<file path="src/rtl/riscv_lsu.sv">
`default_nettype none
// ---------------------------------------------------------------------------
// riscv_lsu: load/store unit with a latency-configurable memory handshake.
// It drives the core stall, formats store lanes and extends load data.
// The LSU_MISALIGN_CHECK_EN macro enables rejection of misaligned accesses.
// Revision: 1.0
// ---------------------------------------------------------------------------
module riscv_lsu #(
  parameter int MEM_LATENCY = 1
) (
  input  logic        clk_i,
  input  logic        rst_i,
  input  logic        core_req_i,
  input  logic        core_we_i,
  input  logic [2:0]  core_size_i,
  input  logic [31:0] core_addr_i,
  input  logic [31:0] core_wd_i,
  output logic [31:0] core_rd_o,
  output logic        core_stall_o,
  output logic        core_misalign_o,
  output logic        mem_req_o,
  output logic        mem_we_o,
  output logic [3:0]  mem_be_o,
  output logic [31:0] mem_addr_o,
  output logic [31:0] mem_wd_o,
  input  logic [31:0] mem_rd_i
);

  localparam int CW = $clog2(MEM_LATENCY + 1);
  localparam logic [CW-1:0] LAST_CNT = CW'((MEM_LATENCY >= 2) ? MEM_LATENCY - 2 : 0);

  typedef enum logic [1:0] {
    IDLE = 2'd0,
    BUSY = 2'd1,
    DONE = 2'd2
  } state_e;

  state_e        state_q;
  logic [CW-1:0] cnt_q;
  logic [2:0]    size_q;
  logic [1:0]    off_q;
  logic          we_q;

  logic        w_misalign;
  logic        w_accept;
  logic        w_active;
  logic [31:0] w_wd_fmt;
  logic [3:0]  w_be_fmt;
  logic [7:0]  w_lane8;
  logic [15:0] w_lane16;
  logic [31:0] w_ext;

`ifdef LSU_MISALIGN_CHECK_EN
  always_comb begin
    w_misalign = 1'b0;
    if (core_size_i[1:0] == 2'b01) begin
      w_misalign = core_addr_i[0];
    end else if (core_size_i[1:0] != 2'b00) begin
      w_misalign = |core_addr_i[1:0];
    end
  end
  assign core_misalign_o = ~rst_i & (state_q == IDLE) & core_req_i & w_misalign;
`else
  assign w_misalign      = 1'b0;
  assign core_misalign_o = 1'b0;
`endif

  assign w_accept = (state_q == IDLE) & core_req_i & ~w_misalign;
  assign w_active = w_accept | (state_q == BUSY);

  // Store lanes come from the live inputs; the core holds them while stalled.
  always_comb begin
    w_wd_fmt = core_wd_i;
    w_be_fmt = 4'b1111;
    case (core_size_i[1:0])
      2'b00: begin
        w_wd_fmt = {4{core_wd_i[7:0]}};
        w_be_fmt = 4'b0001 << core_addr_i[1:0];
      end
      2'b01: begin
        w_wd_fmt = {2{core_wd_i[15:0]}};
        w_be_fmt = 4'b0011 << {core_addr_i[1], 1'b0};
      end
      default: begin
        w_wd_fmt = core_wd_i;
        w_be_fmt = 4'b1111;
      end
    endcase
  end

  always_comb begin
    w_lane8  = mem_rd_i[{off_q, 3'b000} +: 8];
    w_lane16 = off_q[1] ? mem_rd_i[31:16] : mem_rd_i[15:0];
    case (size_q[1:0])
      2'b00:   w_ext = size_q[2] ? {24'd0, w_lane8}  : {{24{w_lane8[7]}}, w_lane8};
      2'b01:   w_ext = size_q[2] ? {16'd0, w_lane16} : {{16{w_lane16[15]}}, w_lane16};
      default: w_ext = mem_rd_i;
    endcase
  end

  assign core_stall_o = ~rst_i & w_active;
  assign mem_req_o    = ~rst_i & w_active;
  assign mem_we_o     = mem_req_o & core_we_i;
  assign mem_be_o     = mem_we_o ? w_be_fmt : 4'b0000;
  assign mem_addr_o   = rst_i ? 32'd0 : {core_addr_i[31:2], 2'b00};
  assign mem_wd_o     = rst_i ? 32'd0 : w_wd_fmt;
  assign core_rd_o    = (~rst_i && state_q == DONE && !we_q) ? w_ext : 32'd0;

  always_ff @(posedge clk_i) begin
    if (rst_i) begin
      state_q <= IDLE;
      cnt_q   <= '0;
      size_q  <= '0;
      off_q   <= '0;
      we_q    <= 1'b0;
    end else begin
      case (state_q)
        IDLE: begin
          if (w_accept) begin
            size_q  <= core_size_i;
            off_q   <= core_addr_i[1:0];
            we_q    <= core_we_i;
            cnt_q   <= '0;
            state_q <= (MEM_LATENCY == 1) ? DONE : BUSY;
          end
        end
        BUSY: begin
          cnt_q <= cnt_q + 1'b1;
          if (cnt_q == LAST_CNT) begin
            state_q <= DONE;
          end
        end
        // The core retires on this edge; a still-high request is the same instruction.
        DONE:    state_q <= IDLE;
        default: state_q <= IDLE;
      endcase
    end
  end

endmodule
`default_nettype wire
</file>
<file path="config.mk">
export PLATFORM = sky130hd
export DESIGN_NAME = riscv_lsu
export DESIGN_NICKNAME = d
export VERILOG_FILES = /design/src/rtl/riscv_lsu.sv
export SDC_FILE = /design/constraint.sdc
export NUM_CORES = 1
export LEC_CHECK = 0
export ABC_AREA = 0
export BUFFER_PORTS_ARGS = -buffer_cell sky130_fd_sc_hd__buf_4
export CAP_MARGIN = 0
export CORE_AREA = 2 2 80 82
export CTS_CLUSTER_DIAMETER = 100
export CTS_CLUSTER_SIZE = 30
export DETAILED_ROUTE_END_ITERATION = 8
export DIE_AREA = 0 0 82 84
export PLACE_DENSITY = 0.76
export SKIP_CTS_REPAIR_TIMING = 1
export SYNTH_ARGS = -nofsm -noshare
export SYNTH_HDL_FRONTEND = slang
export SYNTH_SLANG_ARGS = --single-unit
</file>
<file path="constraint.sdc">
create_clock -name clk_i -period 1.59 [get_ports clk_i]
set_clock_uncertainty 0.2 [all_clocks]
set_input_delay 0.159 -clock clk_i [delete_from_list [all_inputs] [get_ports clk_i]]
set_output_delay 0.159 -clock clk_i [all_outputs]
set_load 0.02 [all_outputs]
</file>
==> flow_summary.ini, run 1 <==
[critical_path]
cp-end-kind = primary output
cp.required_ns = 1.23
cp_top_family = compound AO/OA/AOI/OAI gates
cpPeakStageDelay_ns = 0.46
crit_buf_inv = 1
path_max_fanout = 7
cp_slowest_cell = a21oi_4
path_class = reg2out
start_kind = flip-flop
arrival_ns = 1.83
path_cells = mux2i_4, o22ai_4, a21oi_4, a221oi_4, buf_4

[global_route]
grt_antenna_before_repair = 0
grt_pass1_vias = 2709
overflow = 0
grt_start_max_net_pins = 51
grt_util_all_layers = 0.226
grt_first_pass_wirelength_um = 12400

[cells_and_area]
area_growth_syn_to_layout_pct = 137
regArea_um2 = 149
final_common_cell = buf_4
fillerInstances = 484
drive_above_1_share = 0.631
multi_input_area_um2 = 1830
mostFrequentLayoutCells = buf_4, nand2_1, nor2b_1
nNetsFinal = 630
diodes = 0

[yosys]
syn-instance-count = 302
synth_cell_types = 30
async_reset_ff_frac = 0
synth_edf_count = 0
yosys_most_used_dff = dfxtp_1
synth-seq-cells = 7
syn_area_um2 = 1800
yosysSeqAreaShare = 0.0778
yosysWarnings = 0
synth.avg_cell_area_um2 = 5.96

[sta]
worst_pin_slew_ns = 0.509
setup_viol = 36
rsz0062_at_grt = yes
final.min_clock_period_ns = 2.19
whs_ns = 0.00257
maxSlewHeadroom = 0.660
period_share = 1.38
finalHoldViolCount = 0
final_max_slew_viol_count = 0
worst_slack_ns = -0.600
max_freq_mhz = 457

[route]
drt_pass1_iterations = 4
drt_iter0_drc = 56
wl_um = 9180
drc = 0
routed_via_density = 4.96
avgRoutedWirePerCell_um = 15.2
ant_nets = 0
num_vias = 2990

[clock_network]
clockBufferDepth = 2
cts_inserted_buffers = 3
cts_tree = yes
ctsRootBufferMaster = clkbuf_8
h-tree-depth = 1
clock_sinks = 7
clk_transition_reported_paths_ns = 0.04
insertion_delay_ns = 0.23

[outcome]
violations = negative setup slack
status = complete, but fails checks

[power_and_ir_drop]
p_leak_uw = 0.00212
max-vdd-ir-drop_uv = 245
pwr_density_cell_nw_per_um2 = 396

[die]
die_w_um = 82
start_util = 0.295
core-area_um2 = 6100
fp.dieArea_um2 = 6890
placementRows = 29
io_pins = 207
die_y_um = 84

[placement]
dp_hpwl_um = 6900
place_congestion = 0.803
portBuffers = 203
place_worst_setup_slack_ns = -0.603

[run]
cap_violations = 0

[worst_hold_path]
hp-class = in2reg
## path summary, 6_finish.rpt
path                   from       endpoint  slack [ns]  cells past startpoint
max                off_q[1]  core_rd_o[13]       -0.60                      5
min          core_addr_i[0]       off_q[0]       0.003                      3
max reg2reg      state_q[1]       off_q[0]        0.33                      4
min reg2reg            we_q           we_q        0.27                      2
## state kept, by name, indices dropped and copies added (netlist names)
register	cells
size_q	3
state_q	1
off_q	2
we_q	1
## routing by layer
metal | part of all wire | track usage | vias to the layer above
li1 | - | - | 1440
met1 | 0.33 | 0.222 | 1365
met2 | 0.53 | 0.443 | 156
met3 | 0.097 | 0.0552 | 29
met4 | 0.041 | 0.0742 | 0
met5 | 0 | 0 | -
## power by group
| part | internal, uW | switching [uW] | total [uW] |
|---|---|---|---|
| sequential | 187 | 11.4 | 199 |
| clock | 174 | 80.1 | 254 |
| combinational | 615 | 621 | 1240 |
## logic make-up after synthesis
kind of cell    count (synthesis)  share of synthesized area
other cells                     1                    0.00208
buf+inv                        43                      0.117
flops                           7                     0.0778
simple gates                  155                      0.399
compound gates                 71                      0.260
mux                            25                      0.144
## Yosys cell counts (2+ instances only)
library cell | number | area [um^2]
a21oi_1 | 34 | 170
a221oi_2 | 7 | 105
a22oi_1 | 7 | 52.6
buf_2 | 7 | 35.0
buf_4 | 5 | 37.5
buf_6 | 3 | 33.8
clkbuf_1 | 15 | 56.3
dfxtp_1 | 7 | 140
inv_1 | 13 | 48.8
mux2_2 | 7 | 78.8
mux2i_1 | 18 | 180
nand2_1 | 75 | 282
nand2b_1 | 3 | 18.8
nor2_1 | 30 | 113
nor2b_1 | 39 | 244
nor3_1 | 2 | 10.0
o21ai_0 | 16 | 80.1
or3b_1 | 2 | 17.5
## worst min-delay path, cell delays in order
cell and delay (ns):
buf_4 0.12, nand2_1 0.05, a21oi_1 0.05
## cell type report
class,count,area share
Clock buffer,4,0.0106
Inverter,13,0.0115
Multi-Input combinational cell,254,0.430
Sequential cell,7,0.0349
Tap cell,77,0.0226
Timing Repair Buffer,248,0.490
## metrics by stage
stage / total power, uW / utilization / cell area [um^2] / setup TNS, ns / cells
final: 1690 / 0.699 / 4260 / -14.33 / 603
after global routing: 1780 / 0.699 / 4260 / -16.31 / 603
after CTS: 1540 / 0.616 / 3750 / -23.43 / 592
after detailed placement: 1280 / 0.608 / 3710 / -14.51 / 588
after global placement: 1270 / 0.608 / 3710 / -11.14 / 588
after floorplan: 761 / - / 1980 / -5.08 / 304
Power figures use the tool's default switching activity.
==> run 2, diff against run 1 <==
--- a/config.mk
+++ b/config.mk
@@ -14,6 +14,7 @@
 export DETAILED_ROUTE_END_ITERATION = 8
 export DIE_AREA = 0 0 82 84
 export PLACE_DENSITY = 0.76
+export RECOVER_POWER = 50
 export SKIP_CTS_REPAIR_TIMING = 1
 export SYNTH_ARGS = -nofsm -noshare
 export SYNTH_HDL_FRONTEND = slang
==> flow_summary.ini, run 2 (synthesis gave the netlist of run 1 again) <==
[outcome]
status = complete, but fails checks
violations = negative setup slack

[clock_network]
clk_transition_reported_paths_ns = 0.04
cts_tree = yes
insertion_delay_ns = 0.23
clock_sinks = 7
clockBufferDepth = 2
h-tree-depth = 1
cts_inserted_buffers = 3
ctsRootBufferMaster = clkbuf_8

[route]
drt_iter0_drc = 61
routed_via_density = 4.95
num_vias = 2984
drc = 0
drt_pass1_iterations = 4
wl_um = 9160
ant_nets = 0
avgRoutedWirePerCell_um = 15.2

[cells_and_area]
fillerInstances = 504
largest_reg_flops = 3
top_regs = size_q (3), off_q (2)
largest-register = size_q
nNetsFinal = 630
final_common_cell = buf_4
stdcell_count = 603
diodes = 0
drive_above_1_share = 0.605
area_growth_syn_to_layout_pct = 134
stdcell_area_um2 = 4210
mostFrequentLayoutCells = buf_4, nand2_1, nor2b_1

[global_route]
grt_util_all_layers = 0.226
grt_use_met2 = 0.443
grt_start_max_net_pins = 51
globalRouteMet3Util = 0.0552
grt_busiest_layer = met2
grt_antenna_before_repair = 0
grt_pass1_vias = 2709
overflow = 0
grt_first_pass_wirelength_um = 12400
use_met1 = 0.222

[worst_hold_path]
hold-path-cell-count = 3
hp-class = in2reg
min_from = core_addr_i[0]
min_to = off_q[0]

[sta]
worst_pin_slew_ns = 0.513
rsz0062_at_grt = yes
final_max_slew_viol_count = 0
worst_slack_ns = -0.603
maxSlewHeadroom = 0.657
final.min_clock_period_ns = 2.19
fin_setup_tns_ns = -16.92
period_share = 1.38
max_freq_mhz = 456
setup_viol = 89
finalHoldViolCount = 0

[critical_path]
cp-end-kind = primary output
path_max_fanout = 7
reg2reg_to = off_q[0]
arrival_ns = 1.83
cp.required_ns = 1.23
rrSetupSlack_ns = 0.15
start_kind = flip-flop
r2r_cells = 5
r2r-start = state_q[1]
path_class = reg2out

[placement]
placed_cells = 588
portBuffers = 203
dpl-instance-area_um2 = 3710
dp_hpwl_um = 6900
place_congestion = 0.803

[die]
core-area_um2 = 6100
io_pins = 207
fp.dieArea_um2 = 6890
die_y_um = 84
die_w_um = 82
placementRows = 29
start_util = 0.295

[power_and_ir_drop]
pwr_density_cell_nw_per_um2 = 397
p_leak_uw = 0.00207
fin_total_pwr_uw = 1670
max-vdd-ir-drop_uv = 245

[run]
cap_violations = 0
-- run 2: report_power, final --
| part | leakage (uW) | internal [uW] | switching (uW) |
|---|---|---|---|
| Clock | 0.0000228 | 174 | 80.5 |
| Combinational | 0.00198 | 599 | 621 |
| Sequential | 0.0000595 | 187 | 11.2 |
| Total | 0.00207 | 960 | 712 |
-- run 2: per-layer routing --
metal  vias to the layer above  wire length, um
met4                         0              378
met1                      1362             3010
met3                        29              886
li1                       1441                -
met5                         -                0
met2                       152             4890
-- run 2: final cells by class --
type	instances	area, um^2	area share
inverter	13	48.8	0.0116
multi-input combinational	254	1830	0.436
sequential	7	148	0.0351
clock buffer	4	45.0	0.0107
tap	77	96.3	0.0229
timing repair buffer	248	2040	0.484
-- run 2: metrics by stage --
| step | hold WS, ns | setup WS (ns) | utilization |
|---|---|---|---|
| 2_1_floorplan | 0.0874 | -0.256 | - |
| 3_3_place_gp | 0.217 | -0.436 | 0.608 |
| 3_5_place_dp | 0.224 | -0.603 | 0.608 |
| 4_1_cts | -0.0162 | -0.856 | 0.616 |
| 5_1_grt | 0.0174 | -0.674 | 0.691 |
| 6_report | 0.00245 | -0.603 | 0.691 |
-- run 2: how the worst max path moves through the flow --
stage          startpoint            end  slack, ns  cells after the start
2_1_floorplan   size_q[1]  core_rd_o[10]      -0.26                      4
3_3_place_gp     off_q[1]  core_rd_o[24]      -0.44                      5
3_5_place_dp     off_q[1]  core_rd_o[17]      -0.60                      5
4_1_cts          off_q[1]  core_rd_o[17]      -0.86                      5
5_1_grt          off_q[0]   core_rd_o[9]      -0.67                      5
6_report         off_q[1]  core_rd_o[13]      -0.60                      5
-- run 2: worst max-delay path: stages, from the launching register on --
cell      delay, ns
dfxtp_4        0.41
mux2i_4        0.30
o22ai_4        0.14
a21oi_4        0.46
a221oi_4       0.10
buf_4          0.19
==> run 3, diff against run 2 <==
--- a/config.mk
+++ b/config.mk
@@ -13,7 +13,7 @@
 export CTS_CLUSTER_SIZE = 30
 export DETAILED_ROUTE_END_ITERATION = 8
 export DIE_AREA = 0 0 82 84
-export PLACE_DENSITY = 0.76
+export PLACE_DENSITY = 0.73
 export RECOVER_POWER = 50
 export SKIP_CTS_REPAIR_TIMING = 1
 export SYNTH_ARGS = -nofsm -noshare
==> constraint.sdc (replaced) <==
create_clock -name clk_i -period 2.5 [get_ports clk_i]
set_clock_uncertainty 0.2 [all_clocks]
set_input_delay 0.25 -clock clk_i [delete_from_list [all_inputs] [get_ports clk_i]]
set_output_delay 0.25 -clock clk_i [all_outputs]
set_load 0.02 [all_outputs]
==> flow_summary.ini, run 3 (synthesis gave the netlist of run 1 again) <==
[power_and_ir_drop]
p_int_uw = 485
netSwitchingFraction = 0.436
p_clk_frac = 0.183
max-vdd-ir-drop_uv = 127
p_comb_frac = 0.669
fin_total_pwr_uw = 859
switchingPower_uw = 374
p_leak_uw = 0.00162
pwr_density_cell_nw_per_um2 = 268
p_seq_frac = 0.148

[clock_network]
clock_sinks = 7
cts_tree = yes
ctsRootBufferMaster = clkbuf_8
clockBufferDepth = 2
insertion_delay_ns = 0.22
clk_transition_reported_paths_ns = 0.04
h-tree-depth = 1
cts_inserted_buffers = 3

[critical_path]
cp.required_ns = 2.05
path_max_fanout = 16
crit_buf_inv = 1
cp_top_family = compound AO/OA/AOI/OAI gates
arrival_ns = 1.90
start_kind = flip-flop
rrSetupSlack_ns = 1.24
cp-end-kind = primary output
path_cells = mux2i_1, o22ai_4, o21ai_4, nand2_1, buf_4
cp_slowest_cell = dfxtp_1
path_class = reg2out
cpPeakStageDelay_ns = 0.43

[worst_hold_path]
hp-class = in2reg

[global_route]
grt_first_pass_wirelength_um = 11400
overflow = 0
grt_start_max_net_pins = 39
grt_util_all_layers = 0.206
grt_pass1_vias = 2480
grt_antenna_before_repair = 0

[route]
wl_um = 7770
drt_iter0_drc = 61
routed_via_density = 4.80
avgRoutedWirePerCell_um = 13.8
drc = 0
drt_pass1_iterations = 4
num_vias = 2708
ant_nets = 0

[sta]
final.min_clock_period_ns = 2.35
period_share = 0.938
finalHoldViolCount = 0
setup_viol = 0
rsz0062_at_grt = no
final_max_slew_viol_count = 0
worst_pin_slew_ns = 1.20
worst_slack_ns = 0.155
maxSlewHeadroom = 0.201
max_freq_mhz = 426
fin_setup_tns_ns = 0

[cells_and_area]
fillerInstances = 686
largest_reg_flops = 3
mostFrequentLayoutCells = buf_4, nand2_1, clkbuf_1
drive_above_1_share = 0.382
diodes = 0
stdcell_area_um2 = 3200
nNetsFinal = 591
area_growth_syn_to_layout_pct = 78.0
largest-register = size_q
top_regs = size_q (3), off_q (2)
final_common_cell = buf_4

[die]
fp.dieArea_um2 = 6890
start_util = 0.295
die_y_um = 84
core-area_um2 = 6100
die_w_um = 82
placementRows = 29
io_pins = 207

[placement]
place_congestion = 0.820
place_worst_setup_slack_ns = 0.257
dpl-instance-area_um2 = 3310
portBuffers = 203
dp_hpwl_um = 6400

[outcome]
status = completed

[run]
cap_violations = 0
run 3: changes by cell type in the layout (fill, tap and decap cells not counted), sizes merged:
cell,before,now
buf,231,162
clkbuf,19,51
dlygate4sd3,1,0
clkdlybuf4s15,1,0
run 3: worst reg2reg max path: stages, from the launching register on:
cell     delay, ns
dfxtp_1       0.43
buf_4         0.29
nand2_1       0.08
a21oi_1       0.17
run 3: power groups by stage:
stage | Clock, uW | Sequential [uW] | Combinational, uW
floorplan | 0 | 124 | 322
global placement | 0 | 128 | 595
detailed placement | 0 | 129 | 602
CTS | 164 | 127 | 604
global route | 175 | 129 | 618
finish | 157 | 127 | 575
run 3: layout make-up:
| type | count | area, um^2 | share of cell area |
|---|---|---|---|
| flip-flops and latches | 7 | 141 | 0.0441 |
| inverters | 13 | 48.8 | 0.0152 |
| repair buffers | 209 | 1390 | 0.435 |
| clock buffers | 4 | 45.0 | 0.0141 |
| well taps | 77 | 96.3 | 0.0301 |
| multi-input cells | 254 | 1480 | 0.462 |
run 3: path summary, 6_finish.rpt:
path	cells after the start	endpoint	startpoint
setup / recovery	5	core_rd_o[19]	off_q[1]
hold / removal	3	we_q	core_we_i
setup reg to reg	3	off_q[1]	off_q[1]
hold reg to reg	2	we_q	we_q
run 3: metrics by stage:
stage | instances | hold WS [ns] | utilization
5_1_grt | 564 | 0.103 | 0.526
6_report | 564 | 0.0858 | 0.526
3_5_place_dp | 560 | 0.254 | 0.543
2_1_floorplan | 304 | 0.186 | -
4_1_cts | 564 | 0.0798 | 0.550
3_3_place_gp | 560 | 0.247 | 0.543
run 3: routing by layer:
metal,up-vias,global-route usage,wire [um]
li1,1363,-,-
met1,1200,0.223,2870
met2,132,0.381,3940
met3,13,0.0541,814
met4,0,0.0606,152
met5,-,0,0
